<file path="src/rtl/hazard_fwd_unit_pkg.sv">
// hfu_pkg: shared types and constants for the hazard/forwarding unit.
package hfu_pkg;
    typedef enum logic [1:0] {
        RUN        = 2'd0,
        LOAD_STALL = 2'd1,
        MEM_WAIT   = 2'd2
    } hfu_state_t;

    // Width of the load-stall bubble counter; covers LOAD_LAT up to 15.
    localparam int HFU_LCNT_W = 4;

    function automatic int sel_w(input int n);
        return $clog2(n + 1);
    endfunction
endpackage

</file>
<file path="src/rtl/hfu_fwd_sel.sv">
// hfu_fwd_sel: per-source forwarding priority encoder, youngest matching stage wins.
// Optional HFU_ZERO_REG_EN makes register 0 never match.
module hfu_fwd_sel
    import hfu_pkg::*;
#(
    parameter int REG_ADDR_W     = 4,
    parameter int NUM_FWD_STAGES = 2,
    parameter int SEL_W          = 2
)(
    input  logic [REG_ADDR_W-1:0]                i_src_addr,
    input  logic                                 i_src_valid,
    input  logic [NUM_FWD_STAGES-1:0]            i_stage_wr,
    input  logic [NUM_FWD_STAGES*REG_ADDR_W-1:0] i_stage_rd,
    output logic [SEL_W-1:0]                     o_sel
);
    logic w_zero_ok;

`ifdef HFU_ZERO_REG_EN
    assign w_zero_ok = |i_src_addr;
`else
    assign w_zero_ok = 1'b1;
`endif

    // Scan oldest to youngest so the youngest match overwrites.
    always_comb begin
        o_sel = '0;
        for (int k = NUM_FWD_STAGES - 1; k >= 0; k--)
            if (i_src_valid && w_zero_ok && i_stage_wr[k] &&
                i_stage_rd[k*REG_ADDR_W +: REG_ADDR_W] == i_src_addr)
                o_sel = SEL_W'(NUM_FWD_STAGES - k);
    end
endmodule

</file>
<file path="src/rtl/hazard_fwd_unit.sv">
// hazard_fwd_unit: operand forwarding select, load-use stall/bubble FSM and stall counter.
// Optional macro HFU_ZERO_REG_EN: register address 0 never forwards or stalls.
module hazard_fwd_unit
    import hfu_pkg::*;
#(
    parameter int REG_ADDR_W     = 4,
    parameter int NUM_SRC        = 2,
    parameter int NUM_FWD_STAGES = 2,
    parameter int LOAD_LAT       = 1,
    parameter int CNT_W          = 16,
    localparam int SEL_W         = sel_w(NUM_FWD_STAGES)
)(
    input  logic                                 clock,
    input  logic                                 reset_n,
    input  logic [NUM_SRC*REG_ADDR_W-1:0]        id_ex_src_addr,
    input  logic [NUM_SRC-1:0]                   id_ex_src_valid,
    input  logic [NUM_SRC*REG_ADDR_W-1:0]        if_id_src_addr,
    input  logic [NUM_SRC-1:0]                   if_id_src_valid,
    input  logic [REG_ADDR_W-1:0]                id_ex_rd,
    input  logic                                 id_ex_regWrite,
    input  logic                                 id_ex_memRead,
    input  logic [NUM_FWD_STAGES-1:0]            stage_regWrite,
    input  logic [NUM_FWD_STAGES*REG_ADDR_W-1:0] stage_rd,
    input  logic                                 mem_busy,
    input  logic                                 stat_clear,
    output logic [NUM_SRC*SEL_W-1:0]             forward_sel,
    output logic                                 stall,
    output logic                                 bubble,
    output logic [CNT_W-1:0]                     stall_count
);
    hfu_state_t              r_state;
    hfu_state_t              w_nstate;
    logic [HFU_LCNT_W-1:0]   r_cnt;
    logic [HFU_LCNT_W-1:0]   w_ncnt;
    logic [CNT_W-1:0]        r_stall_count;
    logic [NUM_SRC*SEL_W-1:0] w_fsel;
    logic                    w_hazard;
    logic                    w_stall;
    logic                    w_bubble;
    logic                    w_zero_ok;

    for (genvar s = 0; s < NUM_SRC; s++) begin : g_src
        hfu_fwd_sel #(
            .REG_ADDR_W    (REG_ADDR_W),
            .NUM_FWD_STAGES(NUM_FWD_STAGES),
            .SEL_W         (SEL_W)
        ) u_sel (
            .i_src_addr (id_ex_src_addr[s*REG_ADDR_W +: REG_ADDR_W]),
            .i_src_valid(id_ex_src_valid[s]),
            .i_stage_wr (stage_regWrite),
            .i_stage_rd (stage_rd),
            .o_sel      (w_fsel[s*SEL_W +: SEL_W])
        );
    end

`ifdef HFU_ZERO_REG_EN
    assign w_zero_ok = |id_ex_rd;
`else
    assign w_zero_ok = 1'b1;
`endif

    always_comb begin
        w_hazard = 1'b0;
        for (int i = 0; i < NUM_SRC; i++)
            if (if_id_src_valid[i] && if_id_src_addr[i*REG_ADDR_W +: REG_ADDR_W] == id_ex_rd)
                w_hazard = 1'b1;
        w_hazard = w_hazard && id_ex_memRead && id_ex_regWrite && w_zero_ok;
    end

    // mem_busy overrides everything: freeze the front end without injecting bubbles.
    always_comb begin
        w_stall  = 1'b0;
        w_bubble = 1'b0;
        w_nstate = r_state;
        w_ncnt   = r_cnt;
        if (mem_busy) begin
            w_stall  = 1'b1;
            w_nstate = MEM_WAIT;
        end else begin
            case (r_state)
                RUN: if (w_hazard) begin
                    w_stall  = 1'b1;
                    w_bubble = 1'b1;
                    if (LOAD_LAT > 1) begin
                        w_ncnt   = HFU_LCNT_W'(LOAD_LAT - 1);
                        w_nstate = LOAD_STALL;
                    end
                end
                LOAD_STALL: begin
                    w_stall  = 1'b1;
                    w_bubble = 1'b1;
                    w_ncnt   = r_cnt - 1'b1;
                    w_nstate = (r_cnt <= 1) ? RUN : LOAD_STALL;
                end
                default: begin
                    w_ncnt   = '0;
                    w_nstate = RUN;
                end
            endcase
        end
    end

    always_ff @(posedge clock or negedge reset_n) begin
        if (!reset_n) begin
            r_state       <= RUN;
            r_cnt         <= '0;
            r_stall_count <= '0;
        end else begin
            r_state <= w_nstate;
            r_cnt   <= w_ncnt;
            if (stat_clear)
                r_stall_count <= '0;
            else if (w_stall && !(&r_stall_count))
                r_stall_count <= r_stall_count + 1'b1;
        end
    end

    // Outputs are forced low while reset is held, independent of the clock.
    assign stall       = reset_n & w_stall;
    assign bubble      = reset_n & w_bubble;
    assign forward_sel = reset_n ? w_fsel : '0;
    assign stall_count = r_stall_count;
endmodule

</file>
<file path="config.mk">
export PLATFORM = sky130hd
export DESIGN_NAME = hazard_fwd_unit
export DESIGN_NICKNAME = d
export VERILOG_FILES = /design/src/rtl/hazard_fwd_unit_pkg.sv /design/src/rtl/hfu_fwd_sel.sv /design/src/rtl/hazard_fwd_unit.sv
export SDC_FILE = /design/constraint.sdc
export NUM_CORES = 1
export LEC_CHECK = 0
export ABC_AREA = 1
export BUFFER_PORTS_ARGS = -buffer_cell sky130_fd_sc_hd__buf_2
export CAP_MARGIN = 20
export CORE_AREA = 2 2 72 57
export CTS_BUF_LIST = sky130_fd_sc_hd__clkbuf_2 sky130_fd_sc_hd__clkbuf_4 sky130_fd_sc_hd__clkbuf_8
export DETAILED_ROUTE_END_ITERATION = 8
export DIE_AREA = 0 0 74 59
export PLACE_DENSITY = 0.81
export REMOVE_ABC_BUFFERS = 1
export SYNTH_ARGS = -nofsm -noshare
export SYNTH_HDL_FRONTEND = slang
export SYNTH_SLANG_ARGS = --single-unit
export TNS_END_PERCENT = 20
</file>
<file path="constraint.sdc">
create_clock -name clock -period 1.94 [get_ports clock]
set_input_delay 0.291 -clock clock [delete_from_list [all_inputs] [get_ports clock]]
set_output_delay 0.291 -clock clock [all_outputs]
set_load 0.03 [all_outputs]
</file>
# Word level (Yosys, flattened, before mapping)
# Cells that the tools add are included.
# totals
input_bits,40
word_cells,53
register_bits,22
out_inout_bits,22
# classes
reduce_logical,18
bitwise_logic,4
n_lt_le_gt_ge,1
n_eq_ne,8
addsub,2
mux,17
# op_table
cell,count
two-way mux 16 bit,2
== test 4 bit,6
adder 16 x 1 -> 16 bit (second input constant),1
AND reduction 16 bit,1
logical AND 1 bit,13
two-way mux 1 bit,8
one-hot mux 4 bit (2 select lines),1
two-way mux 2 bit,3
<= comparator 4 x 1 -> 1 bit (second input constant),1
two-way mux 4 bit,1
one-hot mux 2 bit (2 select lines),1
subtractor 4 x 1 -> 4 bit (second input constant),1
AND 1 bit,2
== test 2 x 1 -> 1 bit (second input constant),1
logical NOT 2 bit,1
inequality test 2 bit (second input constant),1
NOT 1 bit,2
one-hot mux 1 bit (2 select lines),1
AND reduction 2 bit,1
nonzero test 2 bit,1
logical NOT 1 bit,1

# Depth between registers and ports, before layout
# Gate-level depths: netlist of run 1.
# depth
ltp_word,12
ltp_mapped,12
ltp_nobuf,11

# By module
# From an unflattened synthesis of run 1, not the netlist that was laid out.
# hier_totals
hier_cells,308
hier_area_um2,1960.6
# modules_own_cells
module,area_per_inst_um2,n_inst,seq_area_each_um2,cells_per_inst
hazard_fwd_unit,1605.3,1,550.5,228
hfu_fwd_sel,177.7,2,0.0,40

# Worst setup path after synthesis of run 1
# OpenSTA, ideal clock, no wires.
# synth_timing
path_kind,input to output
start,in id_ex_rd[3]
end,out bubble
slack_ps,203
stages,8
arrival_ps,1446
path_cell_list,inv_1 -> nand2_1 -> nand2_1 -> nor2_1 -> nand3_1 -> nand2_1 -> nand2_1 -> a211oi_1
# synth_via
elab_chain_len,10
# synth_lines
item,line,rtl
"start, declared",hazard_fwd_unit.sv:19,"input logic [REG_ADDR_W-1:0] id_ex_rd,"
== test 4 bit,hazard_fwd_unit.sv:65,if (if_id_src_valid[i] && if_id_src_addr[i*REG_ADDR_W +: REG_ADDR_W] == id_ex_rd)
logical AND 1 bit,hazard_fwd_unit.sv:65,
two-way mux 1 bit,hazard_fwd_unit.sv:65,
two-way mux 1 bit (*),hazard_fwd_unit.sv:65,
logical AND 1 bit (*) (2 in a row),hazard_fwd_unit.sv:67,w_hazard = w_hazard && id_ex_memRead && id_ex_regWrite && w_zero_ok;
two-way mux 1 bit (*),hazard_fwd_unit.sv:81,RUN: if (w_hazard) begin
one-hot mux 1 bit (2 select lines) (*),hazard_fwd_unit.sv:80,case (r_state)
two-way mux 1 bit (*),hazard_fwd_unit.sv:76,if (mem_busy) begin
AND 1 bit (*),hazard_fwd_unit.sv:120,assign bubble = reset_n & w_bubble;
"end, declared",hazard_fwd_unit.sv:28,"output logic bubble,"
# Mark *: on every way between the ends. The rest lies on a longest branch, timed or not.

# Worst setup path in the final report of run 1
# layout_timing
start,reg r_stall_count[7] (netlist: stall_count[7])
end,reg r_stall_count[14] (netlist: stall_count[14])
# layout_via
elab_chain_len,4
# layout_lines
item,line,rtl
"start, declared",hazard_fwd_unit.sv:35,logic [CNT_W-1:0] r_stall_count;
"start signal, assigned",hazard_fwd_unit.sv:114,r_stall_count <= r_stall_count + 1'b1;
branches (longest 4 deep; another with adder 16 x 1 -> 16 bit),--,
# Several ways; the timed one is not identified. The select of a mux whose other input is x is not followed.
# A chain may end at the register's enable or synchronous reset.

==> results_dict.tcl, run 1 <==
set metrics [dict create \
    status "completed" \
    grt_pass1_vias 1959 \
    start_util_pct 50.8 \
    cts.sinks 22 \
    timing.reg2reg.setup_slack_ns 0.19 \
    drv.max_cap_violation_count 0 \
    core_um2 3590 \
    post_cts_buffers 0 \
    layout-drive-gt1-share_pct 24.7 \
    setup_slack_ns 0.189 \
    crit_path_end_kind "flop" \
    dr_wl_met2_um 2230 \
    antenna_found_initial 0 \
    powerDensity_nw_per_um2 445 \
    ys_warn_count 0 \
    fin_crit_sh_pct 90.2 \
    final_hold_viol_count 0 \
    grt_max_degree 33 \
    cts-root-buf "clkbuf_8" \
    rows 19 \
    routed_wl_um 4660 \
    p_seq_share_pct 47.2 \
    syn_inst 266 \
    swShare_pct 27.8 \
    topRoutingLayerUsed "met4" \
    rsz0062_at_grt "false" \
    die_y_um 59 \
    timing.fmax_ghz 0.571 \
    routedWlPerCell_um 12.1 \
    wl_met3_um 268 \
    ir_worst_vdd_uv 378 \
    viasPerCell 5.00 \
    worst_pin_slew_ns 0.369 \
    antenna_cells 0 \
    reg2reg_depth 8 \
    path_class "flop to flop" \
    cts_resized 0 \
    crit_start "stall_count[7]" \
    grt_overflow 0 \
    drt-initial-drc-count 65 \
    min_path_type "input pin to async pin" \
    finalPower_mw 1.01 \
    grt_pass1_wl_um 8400 \
    ant_nets 0 \
    cts_max_path_buffers 2 \
    synthDistinctLibCells 30 \
    grt.total_usage_pct 24.6 \
    gp_congestion 0.896 \
    slew_violations 0 \
    switchingPower_mw 0.281 \
    holdWs_ns 0.0910 \
    ys_ff_latch 22 \
    post-dp-hpwl_um 3640 \
    fill_cells 324 \
    worst_r2r_endpoint "stall_count[14]" \
    fin_crit_ns 1.75 \
    synth_seq_area_share_pct 30.2 \
    syn_to_final_growth_pct 24.5 \
    dr.pass1.iters 4 \
    rr_startpoint "stall_count[7]" \
    ctsHtreeMaxLevel 1 \
    dr_total_vias 1920 \
    io_pins 62 \
    cts_buffers 3 \
    clkTransAtPathRegs_ns 0.08 \
    clk_latency_ns 0.27 \
    fin_nets 376 \
    p_comb_share_pct 19.8 \
    port_buffers 61 \
    route.detailed.drc 0 \
    tritoncts "built" \
    max_slew_margin_pct 75.4 \
    cp_max_fo 17 \
    p_leak_nw 1.29 \
    syn-cell-area_um2 1820 \
    post-place-ws_ns 0.245 \
    crit_end "stall_count[14]" \
    syn_avg_cell_area_um2 6.86 \
    cp.required_ns 2.14 \
    clock_skew_ns 0.00555 \
    setup_viol 0 \
    critPathLaunchType "flop" \
    tns_ns 0 \
    p_int_mw 0.730 \
    wl_met1_um 2130 \
    clkPwrFrac_pct 33.0 \
    worstPathArrival_ns 1.96 \
    die-area_um2 4370 \
    fp.dieW_um 74 \
]
-- synth_stat cells --
cell | n | area, um^2
a221oi_1 | 1 | 8.76
a211oi_1 | 2 | 15.0
dfrtp_1 | 22 | 551
inv_1 | 42 | 158
nor3_2 | 1 | 10.0
nand2_1 | 62 | 233
nor2_2 | 2 | 12.5
nand3_2 | 2 | 20.0
nor3_4 | 1 | 16.3
nor3_1 | 7 | 35.0
nand3_1 | 25 | 125
o21ai_1 | 1 | 5.00
o22ai_1 | 2 | 12.5
xnor2_1 | 8 | 70.1
a21oi_1 | 3 | 15.0
clkbuf_1 | 2 | 7.51
nor2_1 | 27 | 101
xor2_1 | 18 | 158
nand4_1 | 21 | 131
o211ai_1 | 1 | 7.51
o31ai_1 | 1 | 7.51
ha_1 | 3 | 37.5
buf_2 | 3 | 15.0
buf_1 | 1 | 3.75
buf_8 | 1 | 15.0
nor4_1 | 2 | 12.5
o21ai_0 | 1 | 5.00
nand2_4 | 1 | 11.3
inv_2 | 2 | 7.51
nand3_4 | 1 | 17.5
-- sequential cells by signal, summed over array words and instances (netlist names) --
register and count:
stall_count 16, r_state 2, r_cnt 4
-- worst min path at each step --
stage,end,slack (ns),startpoint
6_report,stall_count[9],0.09,reset_n
5_1_grt,stall_count[11],0.11,reset_n
4_1_cts,stall_count[13],0.1,reset_n
3_5_place_dp,stall_count[3],0.15,reset_n
3_3_place_gp,stall_count[3],0.15,reset_n
2_1_floorplan,r_cnt[0],-0.005,reset_n
-- through the flow --
step	util, %	std cells	cell area (um^2)
after floorplan	-	259	1780
after global placement	61.5	379	2210
after detailed placement	61.5	379	2210
after CTS	63.3	384	2270
after global routing	63.3	384	2270
final	63.3	384	2270
-- power groups by stage --
stage | Clock [mW] | Sequential [mW] | Combinational (mW)
detailed placement | 0 | 0.486 | 0.197
global placement | 0 | 0.486 | 0.192
CTS | 0.337 | 0.477 | 0.200
floorplan | 0 | 0.493 | 0.0929
finish | 0.333 | 0.477 | 0.200
global route | 0.362 | 0.479 | 0.225
-- per-layer routing --
metal / GRT usage, % / up-vias
met2: 41.8 / 51
li1: - / 991
met5: 0 / -
met4: 6.75 / 0
met3: 5.10 / 8
met1: 32.1 / 870
-- critical path, cell delays in order (launching register included) --
cell and delay [ns]:
dfrtp_1 0.43, nand2_1 0.13, nor2_2 0.19, inv_2 0.07, nor3_4 0.16, nand3_4 0.23, nand2_4 0.26, nand3_1 0.12
nand2_1 0.07
-- cell families (layout without fill, tap and decap cells) --
logic type      after synthesis  after routing  synth area share [%]
buf+inv                      51            117                  11.3
fa+ha+maj                     3              3                  2.06
xor+xnor                     26             26                  12.5
simple gates                152            152                  39.8
compound gates               12             12                  4.18
flops                        22             22                  30.2
-- final cells by class --
type	instances	area (um^2)	share of cell area, %
Multi-Input combinational cell	193	1070	47.0
Sequential cell	22	551	24.2
Timing Repair Buffer	69	368	16.2
Inverter	44	165	7.27
Tap cell	52	65.1	2.87
Clock buffer	4	55.1	2.42
-- what timing repair did --
item	4_1_cts	5_1_grt
endpoints found under the hold margin	4	0
setup endpoints to repair	0	0
hold buffers	1	0
-- layout by cell type, fill, tap and decap left out --
cell type	n
nand2_1	62
xnor2_1	8
nor3_4	1
buf_2	61
o21ai_0	1
dlygate4sd3_1	1
nor4_1	2
nand3_4	1
a21oi_1	3
nand3_2	2
inv_2	2
clkbuf_8	4
a221oi_1	1
nand3_1	25
a211oi_1	2
ha_1	3
nand2_4	1
o22ai_1	2
nor2_1	27
o21ai_1	1
nor2_2	2
dfrtp_1	22
o31ai_1	1
nand4_1	21
nor3_2	1
xor2_1	18
buf_4	7
inv_1	42
nor3_1	7
o211ai_1	1
Note: power is estimated with default switching activity, not from simulation.
==> run 2: changes to the inputs <==
--- a/config.mk
+++ b/config.mk
@@ -7,12 +7,11 @@
 export LEC_CHECK = 0
 export ABC_AREA = 1
 export BUFFER_PORTS_ARGS = -buffer_cell sky130_fd_sc_hd__buf_2
-export CAP_MARGIN = 20
 export CORE_AREA = 2 2 72 57
 export CTS_BUF_LIST = sky130_fd_sc_hd__clkbuf_2 sky130_fd_sc_hd__clkbuf_4 sky130_fd_sc_hd__clkbuf_8
 export DETAILED_ROUTE_END_ITERATION = 8
 export DIE_AREA = 0 0 74 59
-export PLACE_DENSITY = 0.81
+export PLACE_DENSITY = 0.8
 export REMOVE_ABC_BUFFERS = 1
 export SYNTH_ARGS = -nofsm -noshare
 export SYNTH_HDL_FRONTEND = slang
==> run 2 against run 1 <==
- maximum frequency grew 2.2%
- die area is the same
- non-clock buffer count shrank 2
- utilization shrank 0.42 points
- global-route usage shrank 1.2 points
- critical path depth is the same
- sequential cell count is the same
==> results_dict.tcl, run 2 (synthesized netlist as in run 1, its figures left out) <==
set metrics [dict create \
    final_hold_viol_count 0 \
    fin_nets 374 \
    ctsHtreeMaxLevel 1 \
    tritoncts "built" \
    final_cell_mix "62 x nand2_1, 61 x buf_2, 42 x inv_1" \
    worst_r2r_endpoint "stall_count[10]" \
    rr_startpoint "stall_count[7]" \
    layout_commonest_cell "nand2_1" \
    cpMaxStageDelayCell "dfrtp_1" \
    rsz0062_at_grt "false" \
    setup_viol 0 \
    grt_max_degree 33 \
    ant_nets 0 \
    p_leak_nw 1.28 \
    status "completed" \
    timing.fmax_ghz 0.584 \
    worst_pin_slew_ns 0.338 \
    io_pins 62 \
    max_slew_margin_pct 77.3 \
    ir_worst_vdd_uv 347 \
    cts-root-buf "clkbuf_8" \
    cp.required_ns 2.14 \
    worstPathArrival_ns 1.91 \
    rows 19 \
    critPathLaunchType "flop" \
    clock_skew_ns 0.00696 \
    crit_start "stall_count[7]" \
    grt.total_usage_pct 23.4 \
    drv.max_cap_violation_count 0 \
    crit_end "stall_count[10]" \
    dr.pass1.iters 4 \
    fin_crit_sh_pct 88.3 \
    route.detailed.drc 0 \
    crit_chain "nand2_1, nor2_2, inv_2, nor3_4, nand3_4, nand2_4, nand3_1, nand2_1" \
    start_util_pct 50.8 \
    antenna_cells 0 \
    syn_to_final_growth_pct 23.7 \
    routedWlPerCell_um 12.0 \
    viasPerCell 5.03 \
    largest_register_ffs 16 \
    clkTransAtPathRegs_ns 0.09 \
    dp.cells 377 \
    fin_crit_ns 1.71 \
    min_path_type "input pin to async pin" \
    grt_pass1_wl_um 7960 \
    cpPeakStageDelay_ns 0.44 \
    cts_max_path_buffers 2 \
    core_um2 3590 \
    clk_latency_ns 0.27 \
    grt_pass1_vias 1771 \
    cp_max_fo 17 \
    powerDensity_nw_per_um2 449 \
    drt-initial-drc-count 73 \
    die_y_um 59 \
    crit_path_end_kind "flop" \
    cts_buffers 3 \
    grt_overflow 0 \
    fp.dieW_um 74 \
    path_common_cell "nand2_1" \
    routed_wl_um 4580 \
    cts_resized 0 \
    port_buffers 61 \
    die-area_um2 4370 \
    reg2reg_depth 8 \
    path_class "flop to flop" \
    final_core_util_pct 62.8 \
    post-dp-hpwl_um 3520 \
    gp_congestion 0.914 \
    dr_total_vias 1922 \
    timing.reg2reg.setup_slack_ns 0.23 \
    layout-drive-gt1-share_pct 24.2 \
    cts.sinks 22 \
    fin_area_um2 2260 \
    postPlaceCellArea_um2 2190 \
    slew_violations 0 \
    tns_ns 0 \
    antenna_found_initial 0 \
    final_cells 382 \
]
-- run 2: cell types whose count changed in the layout (fill, tap and decap cells not counted), sizes merged --
| cell | previous run | this run |
|---|---|---|
| buf | 68 | 66 |
-- run 2: worst min-delay path by stage --
stage / from / end / slack, ns
2_1_floorplan: reset_n / r_cnt[0] / -0.005
3_3_place_gp: reset_n / stall_count[3] / 0.15
3_5_place_dp: reset_n / stall_count[3] / 0.15
4_1_cts: reset_n / stall_count[11] / 0.09
5_1_grt: reset_n / stall_count[11] / 0.11
6_report: reset_n / stall_count[11] / 0.07
-- run 2: worst max-delay path, delay by kind of cell, from the launching register on --
kind                   cells  cell delay (ns)
DFF                        1             0.44
buffers and inverters      1             0.07
and+or+nand+nor            7             1.13
-- run 2: layout make-up --
class | instances | area (um^2)
fillers | 342 | 1330
multi-input cells | 193 | 1070
flip-flops and latches | 22 | 551
repair buffers | 67 | 353
inverters | 44 | 165
well taps | 52 | 65.1
clock buffers | 4 | 55.1
-- run 2: routing by layer --
layer	routed length, um	GRT usage (%)	vias up
li1	-	-	995
met1	2170	32.8	879
met2	2100	38.1	46
met3	284	4.08	2
met4	24	5.19	0
met5	0	0	-
-- run 2: repair_timing --
action,in CTS,in global routing
endpoints found under the hold margin,4,0
setup buffers,0,0
hold buffers,1,0
-- run 2: per-stage QoR --
| step | power, mW | setup slack [ns] | hold slack [ns] |
|---|---|---|---|
| after global routing | 1.06 | 0.0617 | 0.114 |
| after detailed placement | 0.679 | 0.283 | 0.150 |
| final | 1.01 | 0.228 | 0.0730 |
| after global placement | 0.677 | 0.295 | 0.154 |
| after floorplan | 0.586 | 0.203 | -0.00459 |
| after CTS | 1.02 | 0.244 | 0.0872 |
-- run 2: power breakdown --
part / total, mW / internal (mW) / leakage (nW) / switching, mW
Combinational: 0.196 / 0.0789 / 0.947 / 0.117
Clock: 0.339 / 0.181 / 0.0288 / 0.158
Sequential: 0.477 / 0.468 / 0.302 / 0.00892
Total: 1.01 / 0.728 / 1.28 / 0.284
